## src/rtl/text_pkg.sv

```systemverilog
// ============================================================================
// Module  : text_pkg
// Purpose : Shared state encoding, character constants and mapper field
//           positions for line_streamer.
//           LINE_STREAMER_CRLF_EN adds the EOL_CR and EOL_LF states.
// Revision: 1.0 - initial release
// ============================================================================
`default_nettype none

package text_pkg;

`ifdef LINE_STREAMER_CRLF_EN
    typedef enum logic [2:0] {
        ST_IDLE    = 3'd0,
        ST_LOOKUP  = 3'd1,
        ST_FETCH   = 3'd2,
        ST_EMIT_HI = 3'd3,
        ST_EMIT_LO = 3'd4,
        ST_DONE    = 3'd5,
        ST_EOL_CR  = 3'd6,
        ST_EOL_LF  = 3'd7
    } state_t;
`else
    typedef enum logic [2:0] {
        ST_IDLE    = 3'd0,
        ST_LOOKUP  = 3'd1,
        ST_FETCH   = 3'd2,
        ST_EMIT_HI = 3'd3,
        ST_EMIT_LO = 3'd4,
        ST_DONE    = 3'd5
    } state_t;
`endif

    localparam logic [7:0] CHAR_CR = 8'h0D;
    localparam logic [7:0] CHAR_LF = 8'h0A;
    localparam logic [7:0] CHAR_SP = 8'h20;

    localparam int LEN_MSB   = 15;
    localparam int LEN_LSB   = 8;
    localparam int START_MSB = 7;
    localparam int START_LSB = 0;

endpackage

`default_nettype wire

```

## src/rtl/line_streamer.sv

```systemverilog
// ============================================================================
// Module  : line_streamer
// Purpose : Looks up a line through the mapper, walks its ROM words and
//           streams two characters per word on a valid/ready interface.
//           Define LINE_STREAMER_CRLF_EN to append CR/LF to non-empty lines.
// Revision: 1.0 - initial release
// ============================================================================
`default_nettype none

module line_streamer
    import text_pkg::*;
#(
    parameter int unsigned NUM_LINES = 10,
    parameter int unsigned ADDR_W    = 8
) (
    input  logic              clk,
    input  logic              rst_n,
    input  logic              start,
    input  logic [7:0]        line_sel,
    output logic [7:0]        map_line,
    input  logic [15:0]       map_addr,
    output logic [ADDR_W-1:0] rom_addr,
    input  logic [15:0]       rom_data,
    output logic [7:0]        char_out,
    output logic              char_valid,
    input  logic              char_ready,
    output logic              busy,
    output logic              done,
    output logic              err
);

    state_t            state_q, state_d;
    logic [7:0]        map_line_q, map_line_d;
    logic [ADDR_W-1:0] rom_addr_q, rom_addr_d;
    logic [ADDR_W-1:0] len_q, len_d;
    logic [7:0]        lo_char_q, lo_char_d;
    logic [7:0]        char_out_q, char_out_d;
    logic              char_valid_q, char_valid_d;
    logic              busy_q, busy_d;
    logic              done_q, done_d;
    logic              err_q, err_d;
    logic              hs;

    assign hs = char_valid_q && char_ready;

    always_comb begin
        state_d      = state_q;
        map_line_d   = map_line_q;
        rom_addr_d   = rom_addr_q;
        len_d        = len_q;
        lo_char_d    = lo_char_q;
        char_out_d   = char_out_q;
        char_valid_d = char_valid_q;
        err_d        = 1'b0;

        case (state_q)
            ST_IDLE: begin
                if (start) begin
                    if (32'(line_sel) < NUM_LINES) begin
                        map_line_d = line_sel;
                        state_d    = ST_LOOKUP;
                    end else begin
                        err_d   = 1'b1;
                        state_d = ST_DONE;
                    end
                end
            end
            ST_LOOKUP: begin
                len_d      = ADDR_W'(map_addr[LEN_MSB:LEN_LSB]);
                rom_addr_d = ADDR_W'(map_addr[START_MSB:START_LSB]);
                state_d    = (map_addr[LEN_MSB:LEN_LSB] == 8'd0) ? ST_DONE : ST_FETCH;
            end
            ST_FETCH: begin
                lo_char_d    = rom_data[7:0];
                char_out_d   = rom_data[15:8];
                char_valid_d = 1'b1;
                state_d      = ST_EMIT_HI;
            end
            ST_EMIT_HI: begin
                if (hs) begin
                    char_out_d = lo_char_q;
                    state_d    = ST_EMIT_LO;
                end
            end
            ST_EMIT_LO: begin
                if (hs) begin
                    len_d      = len_q - 1'b1;
                    rom_addr_d = rom_addr_q + 1'b1;
                    if (len_q == ADDR_W'(1)) begin
`ifdef LINE_STREAMER_CRLF_EN
                        char_out_d = CHAR_CR;
                        state_d    = ST_EOL_CR;
`else
                        char_valid_d = 1'b0;
                        state_d      = ST_DONE;
`endif
                    end else begin
                        char_valid_d = 1'b0;
                        state_d      = ST_FETCH;
                    end
                end
            end
`ifdef LINE_STREAMER_CRLF_EN
            ST_EOL_CR: begin
                if (hs) begin
                    char_out_d = CHAR_LF;
                    state_d    = ST_EOL_LF;
                end
            end
            ST_EOL_LF: begin
                if (hs) begin
                    char_valid_d = 1'b0;
                    state_d      = ST_DONE;
                end
            end
`endif
            ST_DONE: begin
                state_d = ST_IDLE;
            end
            default: begin
                char_valid_d = 1'b0;
                state_d      = ST_IDLE;
            end
        endcase

        // Status flags are registered views of the state being entered.
        busy_d = (state_d != ST_IDLE);
        done_d = (state_d == ST_DONE);
    end

    always_ff @(posedge clk or negedge rst_n) begin
        if (!rst_n) begin
            state_q      <= ST_IDLE;
            map_line_q   <= '0;
            rom_addr_q   <= '0;
            len_q        <= '0;
            lo_char_q    <= '0;
            char_out_q   <= '0;
            char_valid_q <= 1'b0;
            busy_q       <= 1'b0;
            done_q       <= 1'b0;
            err_q        <= 1'b0;
        end else begin
            state_q      <= state_d;
            map_line_q   <= map_line_d;
            rom_addr_q   <= rom_addr_d;
            len_q        <= len_d;
            lo_char_q    <= lo_char_d;
            char_out_q   <= char_out_d;
            char_valid_q <= char_valid_d;
            busy_q       <= busy_d;
            done_q       <= done_d;
            err_q        <= err_d;
        end
    end

    assign map_line   = map_line_q;
    assign rom_addr   = rom_addr_q;
    assign char_out   = char_out_q;
    assign char_valid = char_valid_q;
    assign busy       = busy_q;
    assign done       = done_q;
    assign err        = err_q;

endmodule

`default_nettype wire

```

## config.mk

```make
export PLATFORM = sky130hd
export DESIGN_NAME = line_streamer
export DESIGN_NICKNAME = d
export VERILOG_FILES = /design/src/rtl/text_pkg.sv /design/src/rtl/line_streamer.sv
export SDC_FILE = /design/constraint.sdc
export NUM_CORES = 1
export LEC_CHECK = 0
export ABC_AREA = 1
export ABC_CLOCK_PERIOD_IN_PS = 1200
export CAP_MARGIN = 0
export CORE_MARGIN = 2
export CORE_UTILIZATION = 40
export DETAILED_ROUTE_END_ITERATION = 8
export HOLD_SLACK_MARGIN = 0.15
export PLACE_DENSITY = 0.7
export SYNTH_ARGS = -nofsm -noshare
export SYNTH_HDL_FRONTEND = slang
export SYNTH_SLANG_ARGS = --single-unit
export TNS_END_PERCENT = 5
```

## constraint.sdc

```tcl
create_clock -name clk -period 1.2 [get_ports clk]
set_input_delay 0.24 -clock clk [delete_from_list [all_inputs] [get_ports clk]]
set_output_delay 0.24 -clock clk [all_outputs]
set_load 0.005 [all_outputs]
```

==> impl_metrics.csv, run 1 <==
group,metric,value,unit
finish,drive_gt1_share,24.9,%
power,leakagePower,1.76,nW
yosys,synthArstFlopShare,100,%
yosys,synth_area_per_cell,8.28,sq um
yosys,syn_inst,290,
worst_setup_path,required,1.39,ns
place,place_ws,-0.468,ns
drt,vias_per_cell,4.75,
timing,clock_skew,0.00510,ns
yosys,ys_types,30,
clock_network,clk-insertion-delay-late,0.30,ns
power,peakVddDrop,1.08,mV
yosys,synth_fp_nets,337,
status,outcome,"finished, violations left",
place,gp_congestion,0.870,
timing,tightest_slew,0.419,ns
timing,slew_viol_final,0,
status,violations,"setup timing",
timing,min_period_over_period,116,%
power,p_per_area,2420,nW/um^2
clock_network,cts_tree,"done",
place,hpwl,4610,um
yosys,yosys_register_bits,47,
floorplanning,rows,28,
drt,wl_per_cell,12.8,um
worst_setup_path,path_class,"flip-flop to flip-flop",
timing,fin_tns_setup,-4.44,ns
yosys,synth_area,2400,sq um
finish,post_layout_nonfiller_instances,485,
global_routing,overflow,0,
worst_setup_path,rr_worst_depth,9,
clock_network,cts.clk_slew.worst_paths,0.08,ns
place,dp.cells,468,
floorplanning,die_y,81.5,um
yosys,synth_edf_count,0,
clock_network,clock-sinks,47,
timing,fmax,0.721,GHz
yosys,synth_area_leaders,"dfrtp_1 (49%), nand2_1 (12%), nor2_1 (6.3%)",
finish,stdcell_area,3760,sq um
global_routing,grt_pass1_wl,10400,um
timing,hold_ws,0.410,ns
worst_hold_path,min_path_type,"input pin to async pin",
clock_network,cts_buffers,5,
floorplanning,dieArea,6640,sq um
global_routing,grt_max_degree,18,
timing,finalWorstSetupSlack,-0.187,ns
power,power,9.07,mW
yosys,synth_ff_type,"dfrtp_1",
drt,num_vias,2304,
drt,route.detailed.drc,0,
drt,drtIter0Drc,123,
global_routing,grt_usage,20.1,%
global_routing,grt_pass1_vias,2406,
worst_setup_path,critPathMaxFanout,6,
yosys,yosysTopAreaCell,"dfrtp_1",
drt,wl,6210,um
finish,utilization,64.2,%
finish,nets,457,
yosys,ys_warn_count,0,
timing,slew_headroom,72.1,%
yosys,yosysSeqAreaShare,49.0,%
timing,hold_violations,0,
worst_setup_path,cp-end-kind,"flip-flop",
clock_network,cts-root-buf,"clkbuf_8",
place,post_dp_cell_area,3470,sq um
floorplanning,die_w,81.5,um
yosys,synthTopCellsByCount,"nand2_1 (77), dfrtp_1 (47), nor2_1 (40)",
timing,setup_viol,41,
worst_setup_path,arrival,1.57,ns
drt,ant_nets,0,
worst_setup_path,cp-start-kind,"flip-flop",
floorplanning,initial_core_util,41.0,%
floorplanning,io_pins,72,
timing,rsz0062_at_grt,"yes",
yosys,yosysTopAreaCellShare,49.0,%
yosys,yosysMostFrequentCell,"nand2_1",
clock_network,cts_buffer_depth,2,
place,portBuffers,71,
floorplanning,core_area,5850,sq um
global_routing,antenna_found_initial,0,
finish,area_growth,56.5,%
run,cap_violations,0,
clock_network,h-tree-depth,2,
finish,antenna_cells,0,
timing,fin_crit,1.39,ns
drt,drt_pre_antenna_iters,4,
[layout make-up]
cell class,count,area [sq um]
Fill cell,476,2090
Sequential cell,47,1180
Multi-Input combinational cell,210,1150
Timing Repair Buffer,120,1120
Inverter,26,110
Tap cell,75,93.8
Clock buffer,6,72.6
Clock inverter,1,30.0
[final timing paths]
check | from | endpoint | slack, ns
max | state_q[0] | len_q[5] | -0.19
min | rst_n | rom_addr[6] | 0.41
max reg2reg | state_q[0] | len_q[5] | -0.19
min reg2reg | map_line[0] | map_line[0] | 0.48
max in group asynchronous | rst_n | state_q[2] | 0.35
min in group clk | line_sel[0] | map_line[0] | 0.48
[state kept, by name (all words and copies together), names as in the netlist]
register    flops
busy            1
char_out        8
char_valid      1
done            1
err             1
len_q           8
lo_char_q       8
map_line        8
rom_addr        8
state_q         3
[cells by family (layout without fill, tap and decap cells)]
group / count (synthesis) / after routing / synth area share (%)
adders and majority gates: 3 / 3 / 1.56
and+or+nand+nor: 151 / 151 / 27.7
xor gates and xnor gates: 2 / 2 / 0.730
muxes: 8 / 8 / 3.75
AOI/OAI and AO/OA: 46 / 46 / 10.4
buffers and inverters: 33 / 153 / 6.83
DFF: 47 / 47 / 49.0
[per-layer routing]
| layer | vias up | routed length, um | GRT usage (%) |
|---|---|---|---|
| li1 | 1175 | - | - |
| met1 | 1069 | 2680 | 25.3 |
| met2 | 54 | 3160 | 35.7 |
| met3 | 6 | 288 | 3.30 |
| met4 | 0 | 69 | 5.42 |
| met5 | - | 0 | 0 |
[critical path: stages, from the launching register on]
cell and delay [ns]:
dfrtp_1 0.43, nor2_2 0.15, nand2_2 0.13, nor2_4 0.12
inv_2 0.05, nand2_4 0.11, buf_6 0.13, nand2_1 0.05
nand2_1 0.05, o21ai_1 0.06
[where the power goes]
part	internal [mW]	total [mW]	switching [mW]
Sequential	2.36	2.84	0.477
Combinational	2.63	5.12	2.50
Clock	0.611	1.11	0.502
Total	5.60	9.07	3.47
[repair_timing]
item / 4_1_cts / 5_1_grt
gates resized for setup: 52 / 38
pin swaps: 6 / 5
hold buffers: 1 / 0
hold endpoints to repair: 13 / 0
setup buffers: 7 / 2
setup endpoints to repair: 74 / 70
[layout by cell type (no fill, tap or decap), types with 2 or more instances in the layout]
master	n
clkdlybuf4s50_1	42
inv_2	4
clkdlybuf4s15_1	25
buf_12	3
o21ai_1	12
dfrtp_1	46
nand3_1	11
o21ai_2	2
a21oi_2	3
nand2_1	75
nor3_1	3
buf_4	41
nor2_1	36
inv_1	18
buf_6	4
nor2_2	5
a31oi_1	10
nand3_2	2
nor2_4	4
o22ai_1	2
inv_4	3
nand2_2	3
clkbuf_8	5
o21ai_0	9
mux2_2	8
nand2_4	4
nand4_1	3
dlygate4sd2_1	2
a21oi_1	6
ha_2	2
Note: power is estimated with default switching activity, not from simulation.
==> run 2, diff against run 1 <==
--- a/config.mk
+++ b/config.mk
@@ -6,13 +6,13 @@
 export NUM_CORES = 1
 export LEC_CHECK = 0
 export ABC_AREA = 1
-export ABC_CLOCK_PERIOD_IN_PS = 1200
+export ABC_CLOCK_PERIOD_IN_PS = 1600
 export CAP_MARGIN = 0
 export CORE_MARGIN = 2
 export CORE_UTILIZATION = 40
 export DETAILED_ROUTE_END_ITERATION = 8
 export HOLD_SLACK_MARGIN = 0.15
-export PLACE_DENSITY = 0.7
+export PLACE_DENSITY = 0.68
 export SYNTH_ARGS = -nofsm -noshare
 export SYNTH_HDL_FRONTEND = slang
 export SYNTH_SLANG_ARGS = --single-unit
==> constraint.sdc (replaced) <==
create_clock -name clk -period 1.6 [get_ports clk]
set_input_delay 0.32 -clock clk [delete_from_list [all_inputs] [get_ports clk]]
set_output_delay 0.32 -clock clk [all_outputs]
set_load 0.005 [all_outputs]
==> run 2 against run 1 <==
The run now ends clean. Sequential share of layout area is 3.4 points higher. Power is 35% lower. Hold slack better by 0.069 ns. Clock power is 35% lower. Sequential power is 23% lower. Global-route usage is 2.5 points lower.
==> impl_metrics.csv, run 2 (same netlist as run 1, synthesis figures left out) <==
group,metric,value,unit
finish,drive_gt1_share,14.1,%
global_routing,overflow,0,
place,portBuffers,71,
power,p_sw_share,38.8,%
timing,slew_headroom,81.0,%
drt,ant_nets,0,
clock_network,h-tree-depth,2,
worst_setup_path,critPathSlowestCell,"clkdlybuf4s50_1",
worst_setup_path,path_class,"flip-flop to output port",
timing,hold_ws,0.478,ns
power,leakagePower,1.58,nW
drt,num_vias,2180,
global_routing,antenna_found_initial,0,
worst_setup_path,arrival,1.23,ns
worst_setup_path,required,1.28,ns
power,clkPwrFrac,12.2,%
timing,fin_crit,1.55,ns
floorplanning,initial_core_util,41.0,%
worst_setup_path,cp-start-kind,"flip-flop",
drt,route.detailed.drc,0,
drt,wl,5350,um
worst_setup_path,rr_worst_depth,8,
timing,rsz0062_at_grt,"no",
clock_network,clock-sinks,47,
floorplanning,io_pins,72,
power,p_int,3.63,mW
finish,final_common_cell,"nand2_1",
floorplanning,die_w,81.5,um
run,cap_violations,0,
clock_network,cts_buffers,5,
global_routing,grt_pass1_wl,8990,um
clock_network,cts_buffer_depth,2,
drt,drt_pre_antenna_iters,4,
worst_hold_path,min_path_type,"flip-flop to flip-flop",
power,seqPwrFrac,37.1,%
finish,final_cell_mix,"nand2_1 (77), clkdlybuf4s50_1 (66), dfrtp_1 (44)",
clock_network,cts_tree,"done",
power,peakVddDrop,0.843,mV
worst_setup_path,crit_buf_inv,1,
floorplanning,rows,28,
worst_setup_path,path_cells,"clkdlybuf4s50_1",
timing,fin_tns_setup,0,ns
clock_network,cts.clk_slew.worst_paths,0.09,ns
worst_setup_path,cp-end-kind,"output port",
power,pwr-share-comb,50.8,%
global_routing,grt_usage,17.6,%
global_routing,grt_max_degree,48,
clock_network,clk-insertion-delay-late,0.30,ns
power,power,5.93,mW
power,p_sw,2.30,mW
timing,hold_violations,0,
finish,utilization,58.0,%
timing,slew_viol_final,0,
drt,wl_per_cell,11.9,um
clock_network,cts-root-buf,"clkbuf_8",
finish,area_growth,41.3,%
status,outcome,"finished clean",
timing,min_period_over_period,96.6,%
worst_hold_path,hold_depth,2,
timing,clock_skew,0.00672,ns
finish,nets,422,
worst_setup_path,critPathMaxFanout,4,
finish,antenna_cells,0,
worst_setup_path,crit_family,"buffers and inverters",
power,p_per_area,1750,nW/um^2
drt,vias_per_cell,4.83,
timing,tightest_slew,0.284,ns
drt,drtIter0Drc,96,
timing,fmax,0.647,GHz
place,hpwl,4080,um
place,gp_congestion,0.874,
floorplanning,die_y,81.5,um
worst_setup_path,path_depth,1,
timing,setup_viol,0,
worst_setup_path,max_stage_delay,0.52,ns
global_routing,grt_pass1_vias,1950,
floorplanning,core_area,5850,sq um
floorplanning,dieArea,6640,sq um
run 2: final cells by class:
type,count,area (sq um)
fillers,547,2460
repair buffers,85,861
flip-flops and latches,47,1180
inverters,26,104
clock buffers,5,68.8
multi-input cells,210,1060
clock inverters,3,23.8
well taps,75,93.8
run 2: per-layer routing:
metal	up-vias	part of all wire [%]	global-route usage (%)
met5	-	0	0
met4	0	1.4	6.44
met3	7	6.3	4.29
met2	58	47	28.0
met1	1002	45	23.3
li1	1113	-	-
run 2: path summary, 6_finish.rpt:
path                          endpoint   startpoint  slack [ns]
max                        rom_addr[4]  rom_addr[4]        0.05
min                        map_line[2]  map_line[2]        0.48
max reg2reg                   len_q[7]   state_q[0]        0.14
min reg2reg                map_line[2]  map_line[2]        0.48
max in group asynchronous  rom_addr[6]        rst_n        0.80
min in group asynchronous  rom_addr[1]        rst_n        0.55
run 2: power groups by stage:
stage / Clock (mW) / Combinational (mW) / Sequential, mW
final: 0.720 / 3.01 / 2.20
after global routing: 0.817 / 3.40 / 2.30
after CTS: 0.753 / 3.06 / 2.20
after detailed placement: 0 / 3.05 / 2.22
after global placement: 0 / 2.99 / 2.20
after floorplan: 0 / 1.83 / 2.18
run 2: timing repair:
item                                    4_1_cts  5_1_grt
cloned                                        0        0
gates resized for setup                       2        7
hold buffers                                  1        0
endpoints found under the hold margin        47        0
endpoints found under the setup margin        2        9
setup buffers                                 0        0
run 2: worst register-to-register path, delay by kind of cell (launching register included):
kind,cells,cell delay (ns)
simple gates,6,0.51
flops,1,0.43
buf+inv,2,0.44
run 2: metrics by stage:
stage	setup slack, ns	cells	instance area, sq um
2_1_floorplan	0.265	290	2400
3_5_place_dp	-0.150	442	3270
5_1_grt	0.00745	451	3390
3_3_place_gp	-0.119	442	3270
4_1_cts	0.0102	451	3380
6_report	0.0539	451	3390
